==> src/rtl/uart_rx_frontend_if.sv <==
// Receive-side byte bus from the UART deframer toward the CDC/FIFO stage.
// master drives the decoded byte and status pulses; slave observes them.
interface uart_rx_frontend_if;
  logic [7:0] rx_data;
  logic       rx_valid;
  logic       frame_err;
  logic       busy;

  modport master (output rx_data, output rx_valid, output frame_err, output busy);
  modport slave  (input  rx_data, input  rx_valid, input  frame_err, input  busy);
endinterface

==> src/rtl/uart_rx_frontend.sv <==
// 8N1 UART receiver: synchronizes rxd, samples mid-bit with a per-bit counter and
// emits one-cycle rx_valid (good stop) or frame_err (low stop) pulses.
module uart_rx_frontend #(
  parameter int unsigned CLKS_PER_BIT = 868
) (
  input  logic                clk_rx,
  input  logic                rst,
  input  logic                rxd,
  uart_rx_frontend_if.master  rx
);
  localparam int unsigned HALF = CLKS_PER_BIT >> 1;
  localparam int unsigned CW   = $clog2(CLKS_PER_BIT);

  localparam logic [2:0] WAIT_IDLE = 3'd0;
  localparam logic [2:0] IDLE      = 3'd1;
  localparam logic [2:0] START     = 3'd2;
  localparam logic [2:0] DATA      = 3'd3;
  localparam logic [2:0] STOP      = 3'd4;

  logic          rxd_m, rxd_s;
  logic [2:0]    state, state_nxt;
  logic [CW-1:0] cnt, cnt_nxt;
  logic [2:0]    idx, idx_nxt;
  logic [7:0]    sh, sh_nxt;
  logic [7:0]    data_q, data_nxt;
  logic          valid_q, valid_nxt;
  logic          err_q, err_nxt;
  logic          busy_q, busy_nxt;

  // Two-flop synchronizer; resets low so WAIT_IDLE must see a real high before arming.
  always_ff @(posedge clk_rx or posedge rst) begin
    if (rst) begin
      rxd_m <= 1'b0;
      rxd_s <= 1'b0;
    end else begin
      rxd_m <= rxd;
      rxd_s <= rxd_m;
    end
  end

  always_ff @(posedge clk_rx or posedge rst) begin
    if (rst) begin
      state   <= WAIT_IDLE;
      cnt     <= '0;
      idx     <= '0;
      sh      <= '0;
      data_q  <= '0;
      valid_q <= 1'b0;
      err_q   <= 1'b0;
      busy_q  <= 1'b0;
    end else begin
      state   <= state_nxt;
      cnt     <= cnt_nxt;
      idx     <= idx_nxt;
      sh      <= sh_nxt;
      data_q  <= data_nxt;
      valid_q <= valid_nxt;
      err_q   <= err_nxt;
      busy_q  <= busy_nxt;
    end
  end

  always_comb begin
    state_nxt = state;
    cnt_nxt   = cnt;
    idx_nxt   = idx;
    sh_nxt    = sh;
    data_nxt  = data_q;
    valid_nxt = 1'b0;
    err_nxt   = 1'b0;

    case (state)
      WAIT_IDLE: begin
        if (rxd_s) state_nxt = IDLE;
      end
      IDLE: begin
        if (!rxd_s) begin
          state_nxt = START;
          cnt_nxt   = '0;
        end
      end
      START: begin
        // Mid-start-bit check: a line already back high was only a glitch.
        if (cnt == CW'(HALF - 1)) begin
          cnt_nxt = '0;
          if (!rxd_s) begin
            state_nxt = DATA;
            idx_nxt   = '0;
          end else begin
            state_nxt = IDLE;
          end
        end else begin
          cnt_nxt = cnt + CW'(1);
        end
      end
      DATA: begin
        if (cnt == CW'(CLKS_PER_BIT - 1)) begin
          sh_nxt[idx] = rxd_s;
          cnt_nxt     = '0;
          idx_nxt     = idx + 3'd1;
          if (idx == 3'd7) state_nxt = STOP;
        end else begin
          cnt_nxt = cnt + CW'(1);
        end
      end
      STOP: begin
        if (cnt == CW'(CLKS_PER_BIT - 1)) begin
          cnt_nxt = '0;
          if (rxd_s) begin
            data_nxt  = sh;
            valid_nxt = 1'b1;
            state_nxt = IDLE;
          end else begin
            err_nxt   = 1'b1;
            state_nxt = WAIT_IDLE;
          end
        end else begin
          cnt_nxt = cnt + CW'(1);
        end
      end
      default: state_nxt = WAIT_IDLE;
    endcase

    busy_nxt = (state_nxt == START) || (state_nxt == DATA) || (state_nxt == STOP);
  end

  assign rx.rx_data   = data_q;
  assign rx.rx_valid  = valid_q;
  assign rx.frame_err = err_q;
  assign rx.busy      = busy_q;
endmodule
==> src/flat_wrapper.sv <==
// flat-port wrapper written by rule: the top's interface ports become plain ports
module uart_rx_frontend_flat 
#(
  parameter int unsigned CLKS_PER_BIT = 868
)
  (clk_rx, rst, rxd, rx_rx_data, rx_rx_valid, rx_frame_err, rx_busy);
  uart_rx_frontend_if rx_i ();
  input  logic clk_rx;
  input  logic rst;
  input  logic rxd;
  output wire logic [$bits(rx_i.rx_data)-1:0] rx_rx_data;
  output wire logic [$bits(rx_i.rx_valid)-1:0] rx_rx_valid;
  output wire logic [$bits(rx_i.frame_err)-1:0] rx_frame_err;
  output wire logic [$bits(rx_i.busy)-1:0] rx_busy;
  assign rx_rx_data = rx_i.rx_data;
  assign rx_rx_valid = rx_i.rx_valid;
  assign rx_frame_err = rx_i.frame_err;
  assign rx_busy = rx_i.busy;
  uart_rx_frontend #(.CLKS_PER_BIT(CLKS_PER_BIT)) u_core (.clk_rx(clk_rx), .rst(rst), .rxd(rxd), .rx(rx_i));
endmodule
==> config.mk <==
export PLATFORM = sky130hd
export DESIGN_NAME = uart_rx_frontend_flat
export DESIGN_NICKNAME = d
export VERILOG_FILES = /design/src/rtl/uart_rx_frontend_if.sv /design/src/rtl/uart_rx_frontend.sv /design/src/flat_wrapper.sv
export SDC_FILE = /design/constraint.sdc
export NUM_CORES = 1
export LEC_CHECK = 0
export CAP_MARGIN = 20
export CORE_MARGIN = 2
export CORE_UTILIZATION = 62
export DETAILED_ROUTE_END_ITERATION = 16
export PLACE_DENSITY = 0.91
export SLEW_MARGIN = 10
export SYNTH_ARGS = -nofsm -noshare
export SYNTH_HDL_FRONTEND = slang
export SYNTH_SLANG_ARGS = --single-unit
==> constraint.sdc <==
create_clock -name clk_rx -period 4.1 [get_ports clk_rx]
set_input_delay 1.025 -clock clk_rx [delete_from_list [all_inputs] [get_ports clk_rx]]
set_output_delay 1.025 -clock clk_rx [all_outputs]
set_load 0.05 [all_outputs]
==> metrics.md, run 1 <==
| Metric | Value |
|---|---|
| HP Start | `u_core.rxd_m` |
| Startpoint Class | `flop` |
| Static Leakage | `0.961 nW` |
| Post-DP HPWL | `2320 microns` |
| Sink Count | `37` |
| Row count | `19` |
| Max Cap Violations | `0` |
| Post-route ant nets | `0` |
| Setup crit end kind | `output pin` |
| Unrepaired setup endpoints after global routing | `false` |
| Critical path type | `reg -> out` |
| Post-synthesis sequential area ratio | `0.498` |
| Clock Path Buffers | `2` |
| Yosys cell types | `43` |
| Final WS setup | `between 1.5 and 2 ns` |
| Initial Util | `0.663` |
| Synth Area per Inst | `~11 sq um` |
| Reg-to-Reg Start | `u_core.cnt[3]` |
| Synth top area cells | `dfrtp_1 (50%), mux2_2 (9.7%), nand2_1 (4.0%)` |
| WP data arrival | `about 1.6 ns` |
| Slowest-stage cell, CP | `clkdlybuf4s50_1` |
| Cts hold-fix bufs | `0` |
| # IOs | `14` |
| Area leader, netlist | `dfrtp_1` |
| Num CTS Buffers | `5` |
| CP Cell Sequence | `clkdlybuf4s50_1` |
| Worst-skew pair later-pin latency | `0.34 ns` |
| CTS tree | `built` |
| Post-Layout Cell Count | `about 210` |
| Routed WL per cell | `15.5 microns` |
| Gpl congestion | `0.866` |
| First-pass DRT Iterations | `10` |
| End-of-flow core utilization | `0.732` |
| Share of cells above drive strength 1 | `0.187` |
| Core area | `0.00281 sq mm` |
| Worst path required time | `3.07 ns` |
| CP Depth | `1` |
| Post-layout min period | `2.58 ns` |
| Post-CTS Setup Bufs | `0` |
| Syn nets | `175` |
| Violated checks | `design-rule violations` |
| Worst Max-Slew Pin Slew | `around 0.73 ns` |
| Peak Freq | `around 390 MHz` |
| Die Span Y | `58.8 microns` |
| Crit path launch | `u_core.rx.rx_data[7]` |
| Min-Delay Path Class | `reg -> reg` |
| Post-synthesis cell count | `168` |
| Synth top area share | `0.498` |
| Final instance area | `~0.0021 sq mm` |
| Starting DRT DRC Count | `84` |
| Nets | `roughly 190` |
| Total power | `1.03 mW` |
| Final wirelength | `3310 microns` |
| Antenna cell count | `0` |
| DR vias/cell | `approximately 5.9` |
| R2R Setup Slk | `2.02 ns` |
| DP Worst Slack | `around 1.9 ns` |
| Total Die Area | `0.00345 sq mm` |
| Die Span X | `58.8 microns` |
| Commonest non-fill, non-tap cell in the layout | `dfrtp_1` |
| Most frequent cells in the layout | `dfrtp_1 (37), nand2_1 (20), mux2_2 (16), clkdlybuf4s50_1 (13), o21ai_0 (10)` |
| GRT Util Overall | `0.220` |
| Vias in the first global route | `1178` |
| Area growth syn-to-layout | `10.5%` |
| Worst VDD drop | `271 uV` |
| CP max FO | `2` |
| Count of state elements after synthesis | `37` |
| First-pass GRT wire length | `~5600 microns` |
| Total gr overflow | `0` |
| Critical Path Max Stage Delay | `0.83 ns` |
| Largest net degree at the start of global routing | `20` |
| Placed instance count | `205` |
| Hold depth | `0` |
| Cell family with most CP delay | `buffers and inverters` |
| Relative slew slack | `0.516` |
| Max Clock Skew | `0.00870 ns` |
| Netlist Area Pre-Place | `0.00186 sq mm` |
| Final slew viol count | `0` |
| IO buf count | `13` |
| Final period utilization | `0.629` |
| Drt drc | `1` |
| Resized cells post-CTS | `0` |
| Final setup viols | `0` |
| Min Hold Slack | `around 0.37 ns` |
| Htree depth | `2` |
| Routed via count | `1261` |
| Post-DP Area | `0.00197 sq mm` |
| Root Buffer | `clkbuf_4` |
| YS warnings | `0` |
| Run status | `finished with violations` |
| Initial antenna violation count | `0` |
| Setup tns final | `0 ns` |
| Final hold vios | `0` |
| CTS clk-pin slew, worst paths | `0.12 ns` |
| PwrDens | `502 mW/mm^2` |
| CP bufs+invs | `1` |
| Reg2reg path depth | `5` |
## kinds of logic (layout without fill, tap and decap cells)
| group | Yosys count | in the layout | synth area share |
|---|---|---|---|
| adders and majority gates | 4 | 4 | 0.0269 |
| DFF | 37 | 37 | 0.498 |
| buffers and inverters | 16 | 30 | 0.0511 |
| xor gates and xnor gates | 4 | 4 | 0.0188 |
| AOI/OAI and AO/OA | 26 | 26 | 0.0888 |
| muxes | 20 | 20 | 0.118 |
| and+or+nand+nor | 61 | 61 | 0.198 |
## routing by layer
layer | wire length, microns | vias up | track usage
met2 | 1560 | 26 | 0.322
met1 | 1600 | 618 | 0.312
met3 | 122 | 4 | 0.0659
met5 | 0 | - | 0
met4 | 32 | 0 | 0.0779
li1 | - | 613 | -
## sequential cells by signal, indices dropped and copies added, names as in the netlist
| signal | flops |
|---|---|
| u_core.rx.rx_data | 8 |
| u_core.rxd_s | 1 |
| u_core.rx.rx_valid | 1 |
| u_core.cnt | 10 |
| u_core.rx.frame_err | 1 |
| u_core.idx | 3 |
| u_core.rxd_m | 1 |
| u_core.sh | 8 |
| u_core.state | 3 |
| u_core.rx.busy | 1 |
## synthesized netlist by cell type (all sizes together)
master	n
dfrtp	37
nand2	20
mux2	16
o21ai	10
nor2	9
inv	8
nor3b	7
nand3	6
ha	4
mux2i	4
a21o	3
a21oi	3
and2	3
and3	3
buf	3
o22ai	3
clkbuf	2
nand4	2
nor3	2
xnor2	2
xor2	2
a211o	1
a211oi	1
a31oi	1
a41o	1
and3b	1
and4	1
bufbuf	1
clkdlybuf4s50	1
dlymetal6s4s	1
nand3b	1
nand4bb	1
nor2b	1
nor4b	1
nor4bb	1
o2111ai	1
o211a	1
o21bai	1
or2	1
or3b	1
## worst reg2reg max path: stages, from the launching register on
cell and delay, ns:
dfrtp_1 0.48, or3b_4 0.44, nor3_4 0.34, nand3_2 0.17
nor3b_2 0.21, mux2_2 0.35
## worst paths after layout
kind                            endpoint
min reg2reg                 u_core.rxd_s
max in group asynchronous   u_core.sh[6]
min                         u_core.rxd_s
min in group asynchronous  u_core.idx[2]
max reg2reg                 u_core.sh[3]
max                        rx_rx_data[7]
## layout make-up
class / instances / area, sq um
well taps: 31 / 38.8
multi-input cells: 115 / 838
flip-flops and latches: 37 / 926
inverters: 8 / 30.0
clock buffers: 5 / 37.5
fillers: 201 / 751
repair buffers: 14 / 138
clock inverters: 3 / 46.3
## power breakdown
part / internal, mW / leakage [nW] / switching, mW
clock network: 0.129 / 0.0414 / 0.126
registers: 0.419 / 0.489 / 0.0772
logic: 0.119 / 0.431 / 0.161
No activity file was read; power rests on OpenSTA's default activity.
==> run 2, diff against run 1 <==
--- a/config.mk
+++ b/config.mk
@@ -7,9 +7,9 @@
 export LEC_CHECK = 0
 export CAP_MARGIN = 20
 export CORE_MARGIN = 2
-export CORE_UTILIZATION = 62
+export CORE_UTILIZATION = 57
 export DETAILED_ROUTE_END_ITERATION = 16
-export PLACE_DENSITY = 0.91
+export PLACE_DENSITY = 0.85
 export SLEW_MARGIN = 10
 export SYNTH_ARGS = -nofsm -noshare
 export SYNTH_HDL_FRONTEND = slang
==> constraint.sdc (replaced) <==
create_clock -name clk_rx -period 2.6 [get_ports clk_rx]
set_input_delay 0.65 -clock clk_rx [delete_from_list [all_inputs] [get_ports clk_rx]]
set_output_delay 0.65 -clock clk_rx [all_outputs]
set_load 0.05 [all_outputs]
==> run 2 against run 1 <==
The flow now finishes without violations; clock skew decreased by 0.0017 ns; clock power is 63% higher; global-route usage down 0.62 points; cell count rose by 6.1%; via count grew 2.3%; hold slack improved by 0.0031 ns; count of clock-buffer cells in the layout increased by 2; non-clock buffer count unchanged; sequential power rose by 58%; critical path type unchanged; critical endpoint is now rx_rx_data[3]; highest routed layer unchanged.
==> metrics.md, run 2 (synthesis results as in run 1) <==
| Metric | Value |
|---|---|
| Max Cap Violations | `0` |
| Die Span Y | `61.1 microns` |
| Post-Layout Cell Count | `226` |
| Worst path required time | `1.95 ns` |
| Htree depth | `2` |
| Most frequent cells in the layout | `dfrtp_1 (37), nand2_1 (20), mux2_2 (16), clkdlybuf4s50_1 (13), o21ai_0 (10)` |
| Area growth syn-to-layout | `11.4%` |
| # IOs | `14` |
| Final setup viols | `0` |
| Min-Delay Path Class | `reg -> reg` |
| Final instance area | `0.00207 sq mm` |
| Setup tns final | `0 ns` |
| Post-CTS Setup Bufs | `0` |
| GRT Util Overall | `0.214` |
| First-pass GRT wire length | `5840 microns` |
| Total power | `1.65 mW` |
| Starting DRT DRC Count | `87` |
| Number of flip-flops in the largest register | `10` |
| CTS tree | `built` |
| Most flop-heavy register | `u_core.cnt` |
| Setup crit end kind | `output pin` |
| Largest net degree at the start of global routing | `38` |
| Reg2reg path depth | `5` |
| Gpl congestion | `0.902` |
| Slowest-stage cell, CP | `clkdlybuf4s50_1` |
| Reg-to-Reg Start | `u_core.cnt[3]` |
| Initial Util | `0.604` |
| Clock Path Buffers | `2` |
| Root Buffer | `clkbuf_4` |
| IO buf count | `13` |
| Reg2reg end | `u_core.sh[5]` |
| Post-DP HPWL | `2430 microns` |
| Num CTS Buffers | `5` |
| Post-layout min period | `2.16 ns` |
| Vias in the first global route | `1354` |
| Post-DP Area | `0.00199 sq mm` |
| Startpoint Class | `flop` |
| Cts hold-fix bufs | `0` |
| Sink Count | `37` |
| Final wirelength | `between 3000 and 4000 microns` |
| Routed WL per cell | `around 15 microns` |
| Filler instances | `255` |
| Static Leakage | `0.965 nW` |
| Final WS setup | `0.438 ns` |
| Drt drc | `0` |
| Unrepaired setup endpoints after global routing | `false` |
| Crit path launch | `u_core.rx.rx_data[3]` |
| HP Start | `u_core.rxd_m` |
| Die Span X | `61.1 microns` |
| WP data arrival | `1.51 ns` |
| Peak Freq | `463 MHz` |
| Resized cells post-CTS | `0` |
| Core area | `0.00308 sq mm` |
| Nets | `approximately 190` |
| Max Clock Skew | `around 0.007 ns` |
| Post-route ant nets | `0` |
| CP Cell Sequence | `clkdlybuf4s50_1` |
| Hold endpoint | `u_core.rxd_s` |
| Initial antenna violation count | `0` |
| Critical Path Max Stage Delay | `0.80 ns` |
| Row count | `20` |
| Cell family with most CP delay | `buffers and inverters` |
| Worst VDD drop | `roughly 380 uV` |
| Placed instance count | `approximately 220` |
| CTS clk-pin slew, worst paths | `0.10 ns` |
| CP bufs+invs | `1` |
| DP Worst Slack | `0.513 ns` |
| CP max FO | `2` |
| Commonest non-fill, non-tap cell in the layout | `dfrtp_1` |
| DR vias/cell | `around 5.7` |
| First-pass DRT Iterations | `4` |
| Routed via count | `1290` |
| PwrDens | `797 mW/mm^2` |
| End-of-flow core utilization | `0.673` |
| Final hold vios | `0` |
| Worst Max-Slew Pin Slew | `0.498 ns` |
| Antenna cell count | `0` |
| Total Die Area | `roughly 0.0037 sq mm` |
| Final slew viol count | `0` |
| Critical path type | `reg -> out` |
| Final period utilization | `0.831` |
| Total gr overflow | `0` |
| Worst-skew pair later-pin latency | `0.34 ns` |
| Share of cells above drive strength 1 | `0.181` |
| Hold depth | `0` |
| Run status | `finished, final reports clean` |
| Relative slew slack | `0.667` |
| Min Hold Slack | `0.371 ns` |
| R2R Setup Slk | `0.50 ns` |
==> run 2: cell types whose count changed in the layout (fill, tap and decap cells not counted) <==
| cell | delta |
|---|---|
| clkbuf_8 | +1 |
| clkinvlp_4 | -1 |
| clkbuf_1 | +1 |
| clkinv_4 | -1 |
==> run 2: worst max path at each step <==
| stage | end | slack (ns) | depth (start not counted) |
|---|---|---|---|
| floorplan | u_core.sh[5] | 0.69 | 5 |
| global placement | u_core.sh[5] | 0.63 | 5 |
| detailed placement | u_core.sh[5] | 0.51 | 5 |
| CTS | rx_rx_data[3] | 0.41 | 1 |
| global route | rx_rx_data[3] | 0.35 | 1 |
| finish | rx_rx_data[3] | 0.44 | 1 |
==> run 2: area by class of cell <==
| cell class | instances | area [sq um] | area share |
|---|---|---|---|
| sequential | 37 | 926 | 0.447 |
| multi-input combinational | 115 | 838 | 0.405 |
| timing repair buffer | 14 | 138 | 0.0664 |
| clock buffer | 7 | 55.1 | 0.0266 |
| tap | 44 | 55.1 | 0.0266 |
| clock inverter | 1 | 30.0 | 0.0145 |
| inverter | 8 | 30.0 | 0.0145 |
==> run 2: layer usage <==
layer / share of wire / global-route usage
met2: 0.50 / 0.353
met5: 0 / 0
met3: 0.039 / 0.0714
met1: 0.44 / 0.255
met4: 0.016 / 0.0932
==> run 2: where the power goes <==
| group | internal (mW) | switching [mW] | leakage [nW] |
|---|---|---|---|
| Clock | 0.230 | 0.186 | 0.0455 |
| Sequential | 0.661 | 0.123 | 0.489 |
| Combinational | 0.188 | 0.264 | 0.431 |
